## config.mk

```make
export PLATFORM = sky130hd
export DESIGN_NAME = spi_adc_responder
export DESIGN_NICKNAME = d
export VERILOG_FILES = /design/src/rtl/spi_adc_pkg.sv /design/src/rtl/spi_adc_responder_sync_edge.sv /design/src/rtl/spi_adc_responder.sv
export SDC_FILE = /design/constraint.sdc
export NUM_CORES = 1
export LEC_CHECK = 0
export ABC_CLOCK_PERIOD_IN_PS = 2770
export CAP_MARGIN = 20
export CORE_MARGIN = 1.5
export CORE_UTILIZATION = 30
export DETAILED_ROUTE_END_ITERATION = 12
export GPL_TIMING_DRIVEN = 0
export PLACE_DENSITY_LB_ADDON = 0.3
export SLEW_MARGIN = 40
export SYNTH_ARGS = -nofsm -noshare
export SYNTH_HDL_FRONTEND = slang
export SYNTH_HIERARCHICAL = 1
export SYNTH_SLANG_ARGS = --single-unit
```

## constraint.sdc

```tcl
create_clock -name CLOCK_50 -period 2.77 [get_ports CLOCK_50]
set_input_delay 0.6925 -clock CLOCK_50 [delete_from_list [all_inputs] [get_ports CLOCK_50]]
set_output_delay 0.6925 -clock CLOCK_50 [all_outputs]
set_load 0.01 [all_outputs]
```

## src/rtl/spi_adc_pkg.sv

```systemverilog
// Shared types for the MCP3002-style SPI ADC responder: FSM states and the
// decoded per-frame configuration word.
package spi_adc_pkg;

    typedef enum logic [2:0] {
        IDLE,
        START,
        CMD,
        NULL,
        DATA_MSB,
        DATA_LSB,
        TAIL
    } spi_adc_state_t;

    typedef struct packed {
        logic sgl;
        logic odd;
        logic msbf;
    } cfg_t;

    localparam int CFG_W = $bits(cfg_t);

endpackage

```

## src/rtl/spi_adc_responder_sync_edge.sv

```systemverilog
// Multi-flop synchronizer for one asynchronous pin, plus rise/fall pulses
// taken from the synchronized level and one extra history register.
module sync_edge
    import spi_adc_pkg::*;
#(
    parameter int STAGES = 2
) (
    input  logic clk,
    input  logic rst_n,
    input  logic din,
    output logic level,
    output logic rise,
    output logic fall
);

    logic [STAGES-1:0] sync_q;
    logic              prev_q;

    always_ff @(posedge clk or negedge rst_n) begin
        if (!rst_n) begin
            sync_q <= '0;
            prev_q <= 1'b0;
        end else begin
            sync_q <= {sync_q[STAGES-2:0], din};
            prev_q <= sync_q[STAGES-1];
        end
    end

    assign level = sync_q[STAGES-1];
    assign rise  = level & ~prev_q;
    assign fall  = ~level & prev_q;

endmodule

```

## src/rtl/spi_adc_responder.sv

```systemverilog
// Emulated 2-channel MCP3002-style ADC: oversamples the SPI pins on CLOCK_50,
// decodes start/SGL/ODD/MSBF, latches the sample and shifts it out on MISO.
module spi_adc_responder
    import spi_adc_pkg::*;
#(
    parameter int DATA_W      = 10,
    parameter int SYNC_STAGES = 2
) (
    input  logic                CLOCK_50,
    input  logic                RESET_N,
    input  logic                SCLK,
    input  logic                CS,
    input  logic                MOSI,
    output logic                MISO,
    output logic                MISO_OE,
    input  logic [DATA_W-1:0]   ch0_data,
    input  logic [DATA_W-1:0]   ch1_data,
    output logic                frame_done,
    output logic [CFG_W-1:0]    last_cfg,
    output spi_adc_state_t      dbg_state
);

    localparam int CNT_W = $clog2(DATA_W) + 1;
    localparam logic [CNT_W-1:0] CNT_ONE = CNT_W'(1);

    // Handshake-free link: the master owns SCLK/CS/MOSI timing; this block
    // only reacts to synchronized edges and never back-pressures.
    logic sclk_lvl, sclk_rise, sclk_fall;
    logic cs_lvl, cs_rise, cs_fall;
    logic mosi_s, mosi_rise, mosi_fall;

    sync_edge #(.STAGES(SYNC_STAGES)) u_sclk_sync (
        .clk   (CLOCK_50),
        .rst_n (RESET_N),
        .din   (SCLK),
        .level (sclk_lvl),
        .rise  (sclk_rise),
        .fall  (sclk_fall)
    );

    sync_edge #(.STAGES(SYNC_STAGES)) u_cs_sync (
        .clk   (CLOCK_50),
        .rst_n (RESET_N),
        .din   (CS),
        .level (cs_lvl),
        .rise  (cs_rise),
        .fall  (cs_fall)
    );

    sync_edge #(.STAGES(SYNC_STAGES)) u_mosi_sync (
        .clk   (CLOCK_50),
        .rst_n (RESET_N),
        .din   (MOSI),
        .level (mosi_s),
        .rise  (mosi_rise),
        .fall  (mosi_fall)
    );

    logic unused_sync;
    assign unused_sync = ^{sclk_lvl, cs_lvl, mosi_rise, mosi_fall};

    spi_adc_state_t     state_q;
    logic [CNT_W-1:0]   cnt_q;
    cfg_t               cfg_q;
    cfg_t               last_cfg_q;
    logic [DATA_W-1:0]  data_q;

    // Differential result is formed one bit wider so the borrow flags a clamp.
    logic [DATA_W:0]    diff;
    logic [DATA_W-1:0]  sample_val;

    always_comb begin
        diff       = '0;
        sample_val = '0;
        if (cfg_q.odd)
            diff = {1'b0, ch1_data} - {1'b0, ch0_data};
        else
            diff = {1'b0, ch0_data} - {1'b0, ch1_data};
        if (cfg_q.sgl)
            sample_val = cfg_q.odd ? ch1_data : ch0_data;
        else if (diff[DATA_W])
            sample_val = '0;
        else
            sample_val = diff[DATA_W-1:0];
    end

    always_ff @(posedge CLOCK_50 or negedge RESET_N) begin
        if (!RESET_N) begin
            state_q    <= IDLE;
            cnt_q      <= '0;
            cfg_q      <= '0;
            last_cfg_q <= '0;
            data_q     <= '0;
            MISO       <= 1'b0;
            MISO_OE    <= 1'b0;
            frame_done <= 1'b0;
        end else begin
            frame_done <= 1'b0;
            if (cs_rise && state_q != IDLE) begin
                // CS release beats any SCLK edge seen in the same cycle.
                state_q <= IDLE;
                cnt_q   <= '0;
                MISO    <= 1'b0;
                MISO_OE <= 1'b0;
                if (state_q == TAIL) begin
                    frame_done <= 1'b1;
                    last_cfg_q <= cfg_q;
                end
            end else begin
                case (state_q)
                    IDLE: begin
                        MISO    <= 1'b0;
                        MISO_OE <= 1'b0;
                        if (cs_fall) begin
                            state_q <= START;
                            cnt_q   <= '0;
                            MISO_OE <= 1'b1;
                        end
                    end
                    START: begin
                        if (sclk_rise && mosi_s) begin
                            state_q <= CMD;
                            cnt_q   <= '0;
                        end
                    end
                    CMD: begin
                        if (sclk_rise) begin
                            cnt_q <= cnt_q + CNT_ONE;
                            if (cnt_q == CNT_W'(0)) begin
                                cfg_q.sgl <= mosi_s;
                            end else if (cnt_q == CNT_W'(1)) begin
                                cfg_q.odd <= mosi_s;
                            end else begin
                                // Sample instant: channel data is frozen here.
                                cfg_q.msbf <= mosi_s;
                                data_q     <= sample_val;
                                state_q    <= NULL;
                                cnt_q      <= '0;
                            end
                        end
                    end
                    NULL: begin
                        if (sclk_fall) begin
                            MISO    <= 1'b0;
                            state_q <= DATA_MSB;
                            cnt_q   <= '0;
                        end
                    end
                    DATA_MSB: begin
                        if (sclk_fall) begin
                            // Rotate so the word is intact again for the LSB pass.
                            MISO   <= data_q[DATA_W-1];
                            data_q <= {data_q[DATA_W-2:0], data_q[DATA_W-1]};
                            cnt_q  <= cnt_q + CNT_ONE;
                            if (cnt_q == CNT_W'(DATA_W-1)) begin
                                state_q <= cfg_q.msbf ? TAIL : DATA_LSB;
                                cnt_q   <= '0;
                            end
                        end
                    end
                    DATA_LSB: begin
                        if (sclk_fall) begin
                            MISO   <= data_q[1];
                            data_q <= {data_q[0], data_q[DATA_W-1:1]};
                            cnt_q  <= cnt_q + CNT_ONE;
                            if (cnt_q == CNT_W'(DATA_W-2)) begin
                                state_q <= TAIL;
                                cnt_q   <= '0;
                            end
                        end
                    end
                    TAIL: begin
                        if (sclk_fall)
                            MISO <= 1'b0;
                    end
                    default: begin
                        state_q <= IDLE;
                        cnt_q   <= '0;
                        MISO    <= 1'b0;
                        MISO_OE <= 1'b0;
                    end
                endcase
            end
        end
    end

    assign last_cfg  = last_cfg_q;
    assign dbg_state = state_q;

endmodule

```

Word-level counts from Yosys, hierarchy flattened
Index checks and enable logic that the tools add are counted.

Word-level logic and storage cells: 121. Bits of input ports: 25. Bits in writable memories: 0. Latch bits: 0. Memories kept: 0. Memory bits (read-only): 0. Register bits after elaboration: 35. Output and inout bits: 9.

Add/sub/neg operators: 3. Reduce and logical (&&, ||, !) cells: 17. Div/mod/pow operators: 0. Muxes and demuxes: 45. Shifts and indexed selects: 0. Multiply operators: 0. Eq/ne operators: 28. Bitwise operators: 11. Magnitude comparators: 0.

Operators by type and width (number): two-way mux 10 bit (8); two-way mux 5 bit (11); case mux 5 bit (7 select lines) (1); two-way mux 3 bit (11); != test 3 bit (second input constant) (10); case mux 10 bit (3 select lines) (1); subtractor 10 x 10 -> 11 bit (2); case mux 3 bit (7 select lines) (1); AND reduction 7 bit (2); != test 2 bit (second input constant) (6); two-way mux 11 bit (1); AND reduction 11 bit (1); equality test 5 x 4 -> 1 bit (second input constant) (2); AND reduction 5 bit (2); equality test 3 bit (second input constant) (3); two-way mux 1 bit (8); AND reduction 4 bit (2); NOT 1 bit (7); equality test 3 x 2 -> 1 bit (second input constant) (2); nonzero test 3 bit (2); OR reduction 6 bit (1); adder 5 x 1 -> 5 bit (second input constant) (1); equality test 5 x 1 -> 1 bit (second input constant) (1); logical NOT 5 bit (1); 11 further kinds (17).

Logic depth before layout (Yosys ltp)
Depth in word-level cells: 8. Depth in mapped cells: 11. Depth with buffers taken out: 10.

Hierarchy
Netlist, hierarchy kept.

Modules (own cells, without submodules): spi_adc_responder (area an instance 2731.4 um^2, times used 1, cells each 357); sync_edge (area an instance 90.1 um^2, times used 3, cells each 5).

Least setup slack after synthesis
No wires, ideal clock.

Path kind: input -> register. Start point: input port ch0_data[2]. End point: register data_q[5]. Arrival time: 2385 ps. Setup slack: 260 ps. Cell stages on the path: 9. Buffers on the path: 1. Cell sequence: inv_1 > ha_1 > clkbuf_1 > a211o_1 > a31oi_1 > nor3_1 > or3_1 > a311oi_1 > o31ai_2.

Word-level cells in the longest chain between the ends: 8.

RTL lines: start: declaration (line spi_adc_responder.sv:16) `input logic [DATA_W-1:0] ch0_data,`; subtractor 10 x 10 -> 11 bit (on tied branches) (line spi_adc_responder.sv:78, spi_adc_responder.sv:76); two-way mux 11 bit (*) (line spi_adc_responder.sv:75) `if (cfg_q.odd)`; two-way mux 10 bit (*) (line spi_adc_responder.sv:81) `else if (diff[DATA_W])`; two-way mux 10 bit (*) (line spi_adc_responder.sv:79) `if (cfg_q.sgl)`; two-way mux 10 bit (*) (line spi_adc_responder.sv:131) `end else if (cnt_q == CNT_W'(1)) begin`; two-way mux 10 bit (*) (line spi_adc_responder.sv:129) `if (cnt_q == CNT_W'(0)) begin`; two-way mux 10 bit (*) (line spi_adc_responder.sv:127) `if (sclk_rise) begin`; case mux 10 bit (3 select lines) (*) (line spi_adc_responder.sv:110) `case (state_q)`; end signal: assignment (line spi_adc_responder.sv:136) `data_q <= sample_val;`; end signal: assignment (line spi_adc_responder.sv:153) `data_q <= {data_q[DATA_W-2:0], data_q[DATA_W-1]};`; end signal: assignment (line spi_adc_responder.sv:164) `data_q <= {data_q[0], data_q[DATA_W-1:1]};`; end: declaration (line spi_adc_responder.sv:66) `logic [DATA_W-1:0] data_q;`.

Mark *: on every way between the ends. The rest lies on a longest branch, timed or not. The select of a mux whose other input is x is not followed. A chain may end at the register's enable or synchronous reset.

Worst setup path in the final report
Start point: input port ch1_data[1]. End point: register data_q[5].

Word-level cells in the longest chain between the ends: 8.

RTL lines: start: declaration (line spi_adc_responder.sv:17) `input logic [DATA_W-1:0] ch1_data,`; subtractor 10 x 10 -> 11 bit (on tied branches) (line spi_adc_responder.sv:78, spi_adc_responder.sv:76); two-way mux 11 bit (*) (line spi_adc_responder.sv:75); two-way mux 10 bit (*) (line spi_adc_responder.sv:81); two-way mux 10 bit (*) (line spi_adc_responder.sv:79); two-way mux 10 bit (*) (line spi_adc_responder.sv:131); two-way mux 10 bit (*) (line spi_adc_responder.sv:129); two-way mux 10 bit (*) (line spi_adc_responder.sv:127); case mux 10 bit (3 select lines) (*) (line spi_adc_responder.sv:110).

Marks and branches as above.

==> results.json <==
{
  "status": "completed",
  "max-vdd-ir-drop_v": 0.0002162,
  "dr.pass1.iters": 4,
  "cts_setup_buffers": 0,
  "dieHeight_um": 102.4,
  "root_buffer": "clkbuf_8",
  "critPathMaxStageDelay_ns": 0.57,
  "initial_core_util_pct": 30.58,
  "start_kind": "input port",
  "postCtsHoldBufs": 0,
  "critPathTopFamily": "simple AND/OR/NAND/NOR gates",
  "min_period_over_period_pct": 96.45,
  "worst_slack_ns": 0.09834,
  "critPathKind": "in -> reg",
  "drc_errors": 0,
  "drt-total-wl_um": 6941,
  "via_per_inst": 4.920,
  "hold_viol_final": 0,
  "grt_overflow": 0,
  "fmax_ghz": 0.3743,
  "rows": 36,
  "setup_tns_ns": 0,
  "tightest_slew_ns": 0.6842,
  "maxSlewHeadroom_pct": 53.96,
  "coreArea_um2": 9684,
  "ys_warn_count": 6,
  "drt_iter0_drc": 124,
  "grt_use_met3_pct": 1.710,
  "design_area_um2": 3618,
  "drive_gt1_share_pct": 12.32,
  "required_ns": 2.95,
  "antenna_found_initial": 0,
  "slew_violations": 0,
  "critPathMaxFanout": 4,
  "die_w_um": 102.4,
  "grtUsageMet1_pct": 18.34,
  "path_clk_slew_ns": 0.07,
  "ant_nets": 0,
  "total_power_mw": 2.512,
  "dp_hpwl_um": 5453,
  "dpl_worst_slack_ns": -0.4756,
  "grt_pass1_wl_um": 11960,
  "leakagePower_nw": 1.560,
  "crit_buf_inv": 2,
  "pwr_density_cell_nw_per_um2": 694.1,
  "grt_usage_pct": 14.06,
  "vias": 2652,
  "fin_skew_ns": 0.006114,
  "die_area_um2": 10480,
  "synthCells": 369,
  "cts.sink_count": 35,
  "clk_path_buf_depth": 2,
  "cts_tree": "yes",
  "syn_area_per_cell_um2": 8.026,
  "grt_max_degree": 22,
  "routedWlPerCell_um": 12.88,
  "port_buffers": 33,
  "syn-num-nets": 419,
  "grt-busiest-layer": "met2",
  "crit_chain": "clkdlybuf4s50_1 > inv_1 > fa_2 > nand3_1 > and3b_2 > nor4_4 > or3_1 > a311oi_2 > o31ai_2",
  "end_kind": "flop",
  "syn2layout_area_growth_pct": 22.18,
  "final_core_util_pct": 37.36,
  "cts_made_buffers": 5,
  "io_pins": 34,
  "hp-class": "in -> async",
  "clkLatencyLatePin_ns": 0.29,
  "cp.arrival_ns": 2.86,
  "syn_area_um2": 2962,
  "setup_violations": 0,
  "met2_usage_pct": 24.15,
  "h-tree-depth": 2,
  "gp_congestion": 0.8426,
  "slowest_stage": "clkdlybuf4s50_1",
  "maxCapViolCount": 0,
  "final_net_count": 455,
  "dpl_cell_area_um2": 3481,
  "grt_pass1_vias": 2602,
  "antenna-diode-count": 0,
  "min_period_ns": 2.672
}
worst register-to-register path, cell delays in order, from the launching register on:
cell and delay, ns:
dfrtp_1 0.34, buf_4 0.16, nand2b_1 0.11, clkbuf_1 0.35
o21bai_1 0.15, nor4_1 0.63, buf_2 0.33, nand2_1 0.07
nor2_1 0.08, nor3_1 0.05
registers in the layout (all words and copies together) (netlist names), 2 cells and up:
register / count
u_mosi_sync/sync_q: 2
data_q: 10
cfg_q: 3
last_cfg: 3
dbg_state: 3
u_cs_sync/sync_q: 2
u_sclk_sync/sync_q: 2
cnt_q: 5
cell type report:
| cell class | instances | area [um2] |
|---|---|---|
| buffer | 19 | 112.6 |
| clock inverter | 2 | 12.51 |
| tap | 133 | 166.4 |
| multi-input combinational | 280 | 1908 |
| inverter | 30 | 112.6 |
| fill | 1035 | 6066 |
| timing repair buffer | 34 | 357.8 |
| clock buffer | 6 | 72.57 |
| sequential | 35 | 875.8 |
per-layer routing:
metal / vias up / routed length [um]
li1: 1362 / -
met1: 1228 / 3292
met2: 50 / 3323
met3: 12 / 220
met4: 0 / 104
met5: - / 0
layout by cell type, fill, tap and decap left out, drive strengths merged, types with 3 or more instances in the layout:
cell type	count
clkdlybuf4s50	30
and3	4
or3	4
nand4	3
o31ai	5
nor3b	3
ha	23
nor3	10
nand2b	5
nor4	4
a21o	4
mux2	8
xnor2	3
o21a	3
clkbuf	15
nand3b	3
dfrtp	35
nor2	19
o21ai	24
nor2b	5
mux2i	15
buf	12
a31oi	10
inv	30
nand2	53
nand3	14
a21oi	29
what timing repair did:
item                       CTS  global route
resized for setup            3            21
hold endpoints to repair     0             0
setup endpoints to repair   10            10
pin swaps                    0             4
metrics by stage:
step / std cells / hold slack [ns]
finish: 539 / 0.3130
global placement: 535 / 0.3366
detailed placement: 536 / 0.3347
CTS: 540 / 0.3235
floorplan: 369 / 0.3312
global route: 539 / 0.3415
final timing paths:
kind,cells past startpoint,end,slack [ns],from
min in group CLOCK_50,0,u_mosi_sync/sync_q[1]$_DFF_PN0_,0.35,u_mosi_sync/sync_q[0]$_DFF_PN0_
worst min register to register,0,u_mosi_sync/sync_q[1]$_DFF_PN0_,0.35,u_mosi_sync/sync_q[0]$_DFF_PN0_
worst min-delay path,1,dbg_state[0]$_DFFE_PN0P_,0.31,RESET_N
max in group asynchronous,2,cnt_q[0]$_DFFE_PN0P_,2.04,RESET_N
worst max register to register,9,data_q[7]$_DFFE_PN0P_,0.40,dbg_state[1]$_DFFE_PN0P_
worst max-delay path,9,data_q[5]$_DFFE_PN0P_,0.1,ch1_data[1]
where the power goes:
| group | switching [mW] | internal, mW | total [mW] |
|---|---|---|---|
| logic | 0.770 | 0.624 | 1.39 |
| registers | 0.103 | 0.652 | 0.755 |
| clock network | 0.187 | 0.176 | 0.362 |
Power figures use the tool's default switching activity.
